===== config.mk =====
export PLATFORM = sky130hd
export DESIGN_NAME = serial_port
export DESIGN_NICKNAME = d
export VERILOG_FILES = /design/src/rtl/serial_port.sv
export SDC_FILE = /design/constraint.sdc
export NUM_CORES = 1
export LEC_CHECK = 0
export BUFFER_PORTS_ARGS = -buffer_cell sky130_fd_sc_hd__buf_4
export CORE_ASPECT_RATIO = 2
export CORE_MARGIN = 4
export CORE_UTILIZATION = 60
export CTS_BUF_LIST = sky130_fd_sc_hd__clkbuf_4
export DETAILED_ROUTE_END_ITERATION = 7
export HOLD_SLACK_MARGIN = 0.05
export PLACE_DENSITY = 0.82
export SETUP_SLACK_MARGIN = 0.3
export SYNTH_ARGS = -nofsm -noshare
export SYNTH_HDL_FRONTEND = slang
export SYNTH_SLANG_ARGS = --single-unit

===== constraint.sdc =====
create_clock -name clk -period 3.92 [get_ports clk]
set_clock_uncertainty 0.15 [all_clocks]
set_input_delay 0.196 -clock clk [delete_from_list [all_inputs] [get_ports clk]]
set_output_delay 0.196 -clock clk [all_outputs]
set_load 0.02 [all_outputs]

===== src/rtl/serial_port.sv =====
// serial_port: memory-mapped 8N1 UART for the SCAMP I/O bus.
// The data register at BASE_ADDR queues TX bytes on write and returns the
// received byte on read; the status register at BASE_ADDR+1 reports
// {overrun, tx_idle, ~fifo_full, rx_valid}.
// Build macro SERIAL_LOOPBACK_EN: feed the TX serialiser into the RX
// synchroniser and park the tx pin high.
module serial_port #(
   parameter int BASE_ADDR  = 136,
   parameter int CLK_DIV    = 104,
   parameter int FIFO_DEPTH = 16
) (
   input  logic        clk,
   input  logic        reset_bar,
   input  logic [15:0] addr,
   input  logic [15:0] bus_wr,
   input  logic        DI,
   input  logic        DO,
   output logic [15:0] bus_rd,
   output logic        bus_rd_en,
   output logic        tx,
   input  logic        rx
);
   localparam int AW = $clog2(FIFO_DEPTH);
   localparam logic [15:0] DATA_ADDR = 16'(BASE_ADDR);
   localparam logic [15:0] STAT_ADDR = 16'(BASE_ADDR + 1);
   localparam logic [15:0] BAUD_LAST = 16'(CLK_DIV - 1);
   localparam logic [15:0] HALF_LAST = 16'(CLK_DIV / 2 - 1);

   typedef enum logic [1:0] {IDLE, START, DATA, STOP} state_t;

   logic wsel, rselD, rselS;
   logic wsel_q, rselD_q, rselS_q;
   logic push, pop, dataReadEnd, statReadEnd;
   logic fifoEmpty, fifoFull, txIdle;
   logic [AW:0] wrPtr_q, wrPtr_d, rdPtr_q, rdPtr_d;
   logic [7:0] mem_q [FIFO_DEPTH];

   state_t txState_q, txState_d;
   logic [15:0] txBaud_q, txBaud_d;
   logic [2:0] txBit_q, txBit_d;
   logic [7:0] txShift_q, txShift_d;
   logic txOut_q, txOut_d;

   logic rxSrc, sync1_q, sync2_q, rxPrev_q, fallEdge, frameOk;
   state_t rxState_q, rxState_d;
   logic [15:0] rxBaud_q, rxBaud_d;
   logic [2:0] rxBit_q, rxBit_d;
   logic [7:0] rxShift_q, rxShift_d;
   logic [7:0] rxByte_q, rxByte_d;
   logic rxValid_q, rxValid_d, overrun_q, overrun_d;

   logic unusedWrHigh;
   assign unusedWrHigh = ^bus_wr[15:8];

   assign wsel  = DI & (addr == DATA_ADDR);
   assign rselD = DO & (addr == DATA_ADDR);
   assign rselS = DO & (addr == STAT_ADDR);

   assign push        = wsel & ~wsel_q & ~fifoFull;
   assign dataReadEnd = rselD_q & ~rselD;
   assign statReadEnd = rselS_q & ~rselS;

   assign fifoEmpty = (wrPtr_q == rdPtr_q);
   assign fifoFull  = (wrPtr_q[AW] != rdPtr_q[AW]) &&
                      (wrPtr_q[AW-1:0] == rdPtr_q[AW-1:0]);
   assign txIdle    = (txState_q == IDLE) & fifoEmpty;
   assign fallEdge  = rxPrev_q & ~sync2_q;

`ifdef SERIAL_LOOPBACK_EN
   logic unusedRxPin;
   assign unusedRxPin = rx;
   assign tx    = 1'b1;
   assign rxSrc = txOut_q;
`else
   assign tx    = txOut_q;
   assign rxSrc = rx;
`endif

   // Read mux: the bus is driven only while one of our registers is selected
   always_comb begin
      bus_rd_en = rselD | rselS;
      bus_rd    = 16'h0000;
      if (rselD)
         bus_rd = {8'h00, rxByte_q};
      else if (rselS)
         bus_rd = {12'h000, overrun_q, txIdle, ~fifoFull, rxValid_q};
   end

   // TX FIFO storage; entries need no reset since the pointers define validity
   always_ff @(posedge clk) begin
      if (push)
         mem_q[wrPtr_q[AW-1:0]] <= bus_wr[7:0];
   end

   // TX serialiser: pop and start a frame whenever bytes wait, frames back to back
   always_comb begin
      txState_d = txState_q;
      txBaud_d  = txBaud_q;
      txBit_d   = txBit_q;
      txShift_d = txShift_q;
      txOut_d   = txOut_q;
      pop       = 1'b0;
      case (txState_q)
         IDLE: begin
            if (!fifoEmpty) begin
               pop       = 1'b1;
               txState_d = START;
               txShift_d = mem_q[rdPtr_q[AW-1:0]];
               txBaud_d  = '0;
               txOut_d   = 1'b0;
            end
         end
         START: begin
            if (txBaud_q == BAUD_LAST) begin
               txState_d = DATA;
               txBaud_d  = '0;
               txBit_d   = '0;
               txOut_d   = txShift_q[0];
            end else
               txBaud_d = txBaud_q + 16'd1;
         end
         DATA: begin
            if (txBaud_q == BAUD_LAST) begin
               txBaud_d = '0;
               if (txBit_q == 3'd7) begin
                  txState_d = STOP;
                  txOut_d   = 1'b1;
               end else begin
                  txBit_d   = txBit_q + 3'd1;
                  txShift_d = {1'b0, txShift_q[7:1]};
                  txOut_d   = txShift_q[1];
               end
            end else
               txBaud_d = txBaud_q + 16'd1;
         end
         STOP: begin
            if (txBaud_q == BAUD_LAST) begin
               txBaud_d = '0;
               if (!fifoEmpty) begin
                  pop       = 1'b1;
                  txState_d = START;
                  txShift_d = mem_q[rdPtr_q[AW-1:0]];
                  txOut_d   = 1'b0;
               end else
                  txState_d = IDLE;
            end else
               txBaud_d = txBaud_q + 16'd1;
         end
         default: txState_d = IDLE;
      endcase
      wrPtr_d = wrPtr_q + {{AW{1'b0}}, push};
      rdPtr_d = rdPtr_q + {{AW{1'b0}}, pop};
   end

   // RX deserialiser: mid-bit sampling after a synchronised falling edge
   always_comb begin
      rxState_d = rxState_q;
      rxBaud_d  = rxBaud_q;
      rxBit_d   = rxBit_q;
      rxShift_d = rxShift_q;
      frameOk   = 1'b0;
      case (rxState_q)
         IDLE: begin
            if (fallEdge) begin
               rxState_d = START;
               rxBaud_d  = '0;
            end
         end
         START: begin
            if (rxBaud_q == HALF_LAST) begin
               rxBaud_d  = '0;
               rxBit_d   = '0;
               rxState_d = sync2_q ? IDLE : DATA;
            end else
               rxBaud_d = rxBaud_q + 16'd1;
         end
         DATA: begin
            if (rxBaud_q == BAUD_LAST) begin
               rxBaud_d  = '0;
               rxShift_d = {sync2_q, rxShift_q[7:1]};
               if (rxBit_q == 3'd7)
                  rxState_d = STOP;
               else
                  rxBit_d = rxBit_q + 3'd1;
            end else
               rxBaud_d = rxBaud_q + 16'd1;
         end
         STOP: begin
            if (rxBaud_q == BAUD_LAST) begin
               rxBaud_d  = '0;
               rxState_d = IDLE;
               frameOk   = sync2_q;
            end else
               rxBaud_d = rxBaud_q + 16'd1;
         end
         default: rxState_d = IDLE;
      endcase
   end

   // Holding register: reads clear flags at end of access, a new byte beats a clear
   always_comb begin
      rxValid_d = rxValid_q;
      overrun_d = overrun_q;
      rxByte_d  = rxByte_q;
      if (dataReadEnd)
         rxValid_d = 1'b0;
      if (statReadEnd)
         overrun_d = 1'b0;
      if (frameOk) begin
         if (rxValid_q && !dataReadEnd)
            overrun_d = 1'b1;
         else begin
            rxByte_d  = rxShift_q;
            rxValid_d = 1'b1;
         end
      end
   end

   // State registers with synchronous active-low reset
   always_ff @(posedge clk) begin
      if (!reset_bar) begin
         wsel_q    <= 1'b0;
         rselD_q   <= 1'b0;
         rselS_q   <= 1'b0;
         wrPtr_q   <= '0;
         rdPtr_q   <= '0;
         txState_q <= IDLE;
         txBaud_q  <= '0;
         txBit_q   <= '0;
         txShift_q <= '0;
         txOut_q   <= 1'b1;
         sync1_q   <= 1'b1;
         sync2_q   <= 1'b1;
         rxPrev_q  <= 1'b1;
         rxState_q <= IDLE;
         rxBaud_q  <= '0;
         rxBit_q   <= '0;
         rxShift_q <= '0;
         rxByte_q  <= '0;
         rxValid_q <= 1'b0;
         overrun_q <= 1'b0;
      end else begin
         wsel_q    <= wsel;
         rselD_q   <= rselD;
         rselS_q   <= rselS;
         wrPtr_q   <= wrPtr_d;
         rdPtr_q   <= rdPtr_d;
         txState_q <= txState_d;
         txBaud_q  <= txBaud_d;
         txBit_q   <= txBit_d;
         txShift_q <= txShift_d;
         txOut_q   <= txOut_d;
         sync1_q   <= rxSrc;
         sync2_q   <= sync1_q;
         rxPrev_q  <= sync2_q;
         rxState_q <= rxState_d;
         rxBaud_q  <= rxBaud_d;
         rxBit_q   <= rxBit_d;
         rxShift_q <= rxShift_d;
         rxByte_q  <= rxByte_d;
         rxValid_q <= rxValid_d;
         overrun_q <= overrun_d;
      end
   end
endmodule


== Word level (Yosys, flattened, before mapping) ==
Memories as Yosys holds them, arrays and structs flattened. A register that Yosys moved wholly into a read port is not among the register bits.
Index checks and enable logic that the tools add are counted.
Storage, ports and cells
  memory bits (writable): 128
  input bits: 37
  output and inout port bits: 18
  memories kept: 1
  bits in registers: 85
Memory list
  mem_q: depth 16, width 8, rd ports 1, clocked after Yosys merged registers in 1, write ports 1, line 36  | logic [7:0] mem_q [FIFO_DEPTH];
Cells by class
  equality and inequality tests: 28
  mux-type cells: 56
  bitwise gates (word level): 16
  add/subtract/negate cells: 6
  reduce and logical (&&, ||, !) cells: 18
Operator list (number)
  2-to-1 mux 16 bit: 5
  one-hot mux 16 bit (3 select lines): 1
  2-to-1 mux 8 bit: 5
  adder 16 x 1 -> 16 bit, second input constant: 2
  equality test 16 x 7 -> 1 bit, second input constant: 2
  equality test 16 x 8 -> 1 bit, second input constant: 2
  one-hot mux 16 bit (2 select lines): 1
  inequality test 2 bit, second input constant: 12
  one-hot mux 8 bit (3 select lines): 1
  2-to-1 mux 2 bit: 11
  2-to-1 mux 1 bit: 18
  2-to-1 mux 3 bit: 6
  equality test 16 x 6 -> 1 bit, second input constant: 1
  one-hot mux 2 bit (4 select lines): 2
  one-hot mux 3 bit (2 select lines): 2
  AND reduction 4 bit: 3
  adder 5 x 1 -> 5 bit: 2
  AND reduction 5 bit: 2
  bitwise AND 1 bit: 9
  equality test 2 bit, second input constant: 4
  2-to-1 mux 4 bit: 2
  adder 3 x 1 -> 3 bit, second input constant: 2
  equality test 3 bit, second input constant: 2
  NOT 1 bit: 6
  16 further kinds: 21

== Logic depth before layout (Yosys ltp) ==
  depth in word-level cells: 8
  mapped depth: 10
  mapped depth without buffers: 10

== Worst setup path before layout ==
Ideal clock, no wire load.
  kind: reg2reg
  from: reg wrPtr_q[3]
  to: mem mem_q[0][0], enable pin
  clock period less this slack: 3.036 ns
  data arrival time: 2.503 ns
  required time: 3.387 ns
  stages on the path, launching flop included: 7
  setup slack: 0.884 ns
  path through: dfxtp_1 -> clkbuf_1 -> xor2_1 -> nor4_1 -> a2111oi_2 -> or3b_2 -> nor3_1
On the way
  word-level cells in the longest chain between the ends: 6
RTL lines
  start, declared: line 35  | logic [AW:0] wrPtr_q, wrPtr_d, rdPtr_q, rdPtr_d;
  start signal, assigned: line 246  | wrPtr_q <= wrPtr_d;
  equality test 4 bit: line 65  | (wrPtr_q[AW-1:0] == rdPtr_q[AW-1:0]);
  logical AND 1 bit: line 64  | assign fifoFull = (wrPtr_q[AW] != rdPtr_q[AW]) &&
  NOT 1 bit: line 59  | assign push = wsel & ~wsel_q & ~fifoFull;
  bitwise AND 1 bit: line 59
  2-to-1 mux 1 bit: line 91  | if (push)
  2-to-1 mux 1 bit (implied by the code): line 92  | mem_q[wrPtr_q[AW-1:0]] <= bus_wr[7:0];
  end, declared: line 36
Several ways; a longest one is shown, not always the timed one.

== Final worst setup path ==
  from: in addr[5]
  to: mem mem_q[0][4], enable pin
On the way
  word-level cells in the longest chain between the ends: 6
RTL lines
  start, declared: line 14  | input logic [15:0] addr,
  equality test 16 x 8 -> 1 bit: line 55  | assign wsel = DI & (addr == DATA_ADDR);
  bitwise AND 1 bit: line 55
  bitwise AND 1 bit (2 in a row): line 59
  2-to-1 mux 1 bit: line 91
  2-to-1 mux 1 bit (implied by the code): line 92
Every way passes these cells.

==> results.tsv <==
stage	metric	value	unit
global_route	vias in the first global route	6875	
placed_design	Port Buf Inserts	38	
worst_setup_path	Crit Path Class	input pin to flop	
yosys	Yosys warning count	0	
cts	CTS Sinks	213	
detailed_routing	DRT iter0 DRCs	303	
sta	RSZ-0062 raised after global routing	false	
yosys	Async SR Flop Fraction	0	%
worst_setup_path	Crit Path Max Fanout	8	
yosys	Mean Syn Cell Area	12.4	um2
cts	CTS tree	built	
detailed_routing	ANT nets after route	0	
sta	Setup-failing EPs final	0	
sta	Fmax	0.312	GHz
power	worst vdd ir	0.000292	V
layout	Design Area, Final	0.0107	mm2
cts	CTS buffer count	45	
worst_setup_path	cell repeated most along the worst path	buf_4	
floorplanning	core area	0.0153	mm2
detailed_routing	drc violations	0	
floorplanning	Die Y	185	um
cts	Clock Latency Late Sink	0.63	ns
sta	Slew Limit Fails	0	
flow_run	max cap viols	0	
power	switching power	1.10	mW
detailed_routing	TritonRoute pass-1 iters	5	
worst_setup_path	R2R Path End	mem_q[0][4]	
global_route	initial antenna violation count	1	
sta	setup total negative slack	0	ns
cts	Post-CTS Setup Bufs	0	
power	Sw Ratio	24.5	%
yosys	Yosys cell types	67	
floorplanning	IO Pins	55	
floorplanning	row count	64	
layout	Fill cells	1070	
power	Sequential Power Share	53.5	%
power	Logic pwr share	9.0	%
sta	period utilisation layout	81.8	%
global_route	first-pass GRT wire length	33.3	mm
yosys	post-synth top area cell	edfxtp_1	
worst_setup_path	CP Launch Type	input pin	
detailed_routing	DR vias	6571	
sta	slew margin rel.	21.1	%
floorplanning	Die W	96.4	um
placed_design	dpl cell area	0.00988	mm2
detailed_routing	DR vias/cell	6.09	
cts	Longest Clk Path Bufs	3	
layout	fin nets	896	
yosys	flops & latches, synth	213	
sta	Worst-Margin Slew	1.18	ns
worst_setup_path	worst-path cell chain	dlygate4sd3_1, buf_4, nor3_1, dlygate4sd3_1, nand4_1, buf_4, a2111oi_2, or3b_2, nor3_1, buf_4	
power	PwrDens	421	mW/mm2
yosys	most common flop cell mapped by yosys	edfxtp_1	
worst_setup_path	R2R setup slack	0.85	ns
placed_design	hpwl dp	14.2	mm
placed_design	Place WS	0.936	ns
sta	Tmin final	3.21	ns
worst_hold_path	hold path depth	7	
global_route	grt ovf	0	
yosys	register area share after synthesis	59.2	%
worst_hold_path	WHS Endpoint	rxValid_q	
power	Pleak	3.78	nW
cts	clock-pin transition on the worst setup and hold timing paths	0.07	ns
sta	final setup margin	0.714	ns
yosys	Post-synth top cells	128 x edfxtp_1, 85 x dfxtp_1, 73 x nand2_1, 57 x nor2_1, 32 x mux4_2	
worst_setup_path	RR Startpoint	wrPtr_q[3]	
worst_setup_path	critical path endpoint category	flop	
outcome	status	complete, no violations	
yosys	number of flops mapped to enable cells by yosys	128	
yosys	Post-Syn Instances	755	
yosys	area of the mapped netlist	0.00937	mm2
power	Power Internal	3.40	mW
worst_setup_path	slowest stage delay, CP	0.59	ns
floorplanning	Initial Utilization	61.2	%
layout	share of cells above drive strength 1	20.2	%
yosys	top post-synthesis cells by area	edfxtp_1 41%, dfxtp_1 18%, mux4_2 7.7%, mux2i_1 3.3%, nand2_1 2.9%	
global_route	GRT Total Usage	24.5	%
cts	CTS H-tree lvls	2	
cts	Clock Tree Root	clkbuf_4	
detailed_routing	Routed WL	20.6	mm
worst_hold_path	Hold Crit Start	addr[11]	
layout	P&R area growth vs syn	14.3	%
power	Clk network pwr share	37.5	%
worst_setup_path	Crit-path slowest cell	a2111oi_2	
yosys	count leader, synth	edfxtp_1	
worst_setup_path	WP data arrival	3.36	ns
floorplanning	die area	0.0178	mm2
worst_setup_path	reg2reg path depth	7	
worst_setup_path	CP Data Required Time	4.08	ns
sta	Final Hold Fails	0	
global_route	largest net degree at the start of global routing	46	
worst_hold_path	worst min path class	input pin to flop	
sta	Hold WS	0.160	ns
yosys	top cell type's share of synthesized area	41.0	%
detailed_routing	wire per inst	19.1	um
placed_design	GP Congestion	0.844	
## cells by family after synthesis
logic type | count (synthesis) | synth area share, %
AO/OA/AOI/OAI | 129 | 9.50
XOR/XNOR | 14 | 1.31
adder cells (fa/ha/maj) | 15 | 2.00
buffers and inverters | 63 | 3.05
flip-flops | 213 | 59.2
multiplexers | 63 | 11.0
other | 1 | 0.0400
AND/OR/NAND/NOR | 257 | 13.9
## how the worst max path moves through the flow
| stage | slack, ns | cells past startpoint | end | startpoint |
|---|---|---|---|---|
| 2_1_floorplan | 0.88 | 6 | mem_q[0][0] | wrPtr_q[3] |
| 3_3_place_gp | 1.02 | 7 | mem_q[0][2] | wrPtr_q[3] |
| 3_5_place_dp | 0.94 | 7 | mem_q[0][2] | wrPtr_q[3] |
| 4_1_cts | 0.82 | 10 | mem_q[0][4] | addr[5] |
| 5_1_grt | 0.57 | 10 | mem_q[0][4] | addr[5] |
| 6_report | 0.71 | 10 | mem_q[0][4] | addr[5] |
## critical path: cells and delay by family
| kind | cells | cell delay [ns] |
|---|---|---|
| buffers and inverters | 5 | 1.64 |
| AND/OR/NAND/NOR | 4 | 0.91 |
| AO/OA/AOI/OAI | 1 | 0.59 |
## cell usage in the layout (no fill, tap or decap), types with 22 or more instances in the layout
master,n
nand2_1,73
o21ai_0,27
edfxtp_1,128
mux2i_1,31
mux4_2,32
dfxtp_1,85
dlygate4sd3_1,22
buf_4,63
a21oi_1,24
nor2_1,57
clkbuf_4,62
## metrics by stage
step,util [%],cells,power (mW)
floorplan,-,762,2.72
detailed placement,64.6,973,2.84
global placement,64.6,973,2.81
finish,70.0,1079,4.50
CTS,70.0,1078,4.55
global route,70.0,1079,4.72
## layer usage
layer | GRT usage [%] | part of all wire [%] | up-vias
met5 | 0 | 0 | -
met4 | 15.6 | 6.3 | 0
met3 | 3.59 | 3.9 | 80
met2 | 45.7 | 56 | 205
met1 | 24.0 | 34 | 3229
li1 | - | - | 3057
## final cells by class
type	instances	area, um2	share of cell area, %
inverter	13	48.8	0.456
tap	198	248	2.31
timing repair buffer	85	693	6.48
clock buffer	62	465	4.35
multi-input combinational	486	3560	33.3
antenna	1	2.50	0.0234
sequential	213	5550	51.8
clock inverter	21	139	1.30
## registers in the layout, indices dropped and copies added (netlist names), 2 cells and up, named ones only
signal and flops:
mem_q 128, rdPtr_q 5, rxBaud_q 16, rxBit_q 3, rxByte_q 8, rxShift_q 8
txBaud_q 16, txBit_q 3, txShift_q 8, txState_q 2, wrPtr_q 5
## power groups by stage
stage,logic (mW),clock network [mW],registers (mW)
floorplan,0.260,0,2.46
detailed placement,0.382,0,2.46
global route,0.450,1.86,2.41
global placement,0.358,0,2.46
finish,0.403,1.69,2.41
CTS,0.399,1.74,2.41
## repair_timing
item	4_1_cts	5_1_grt
resized for setup	0	0
hold buffers	22	0
hold endpoints to repair	163	0
endpoints found under the setup margin	0	0
Note: power is estimated with default switching activity, not from simulation.
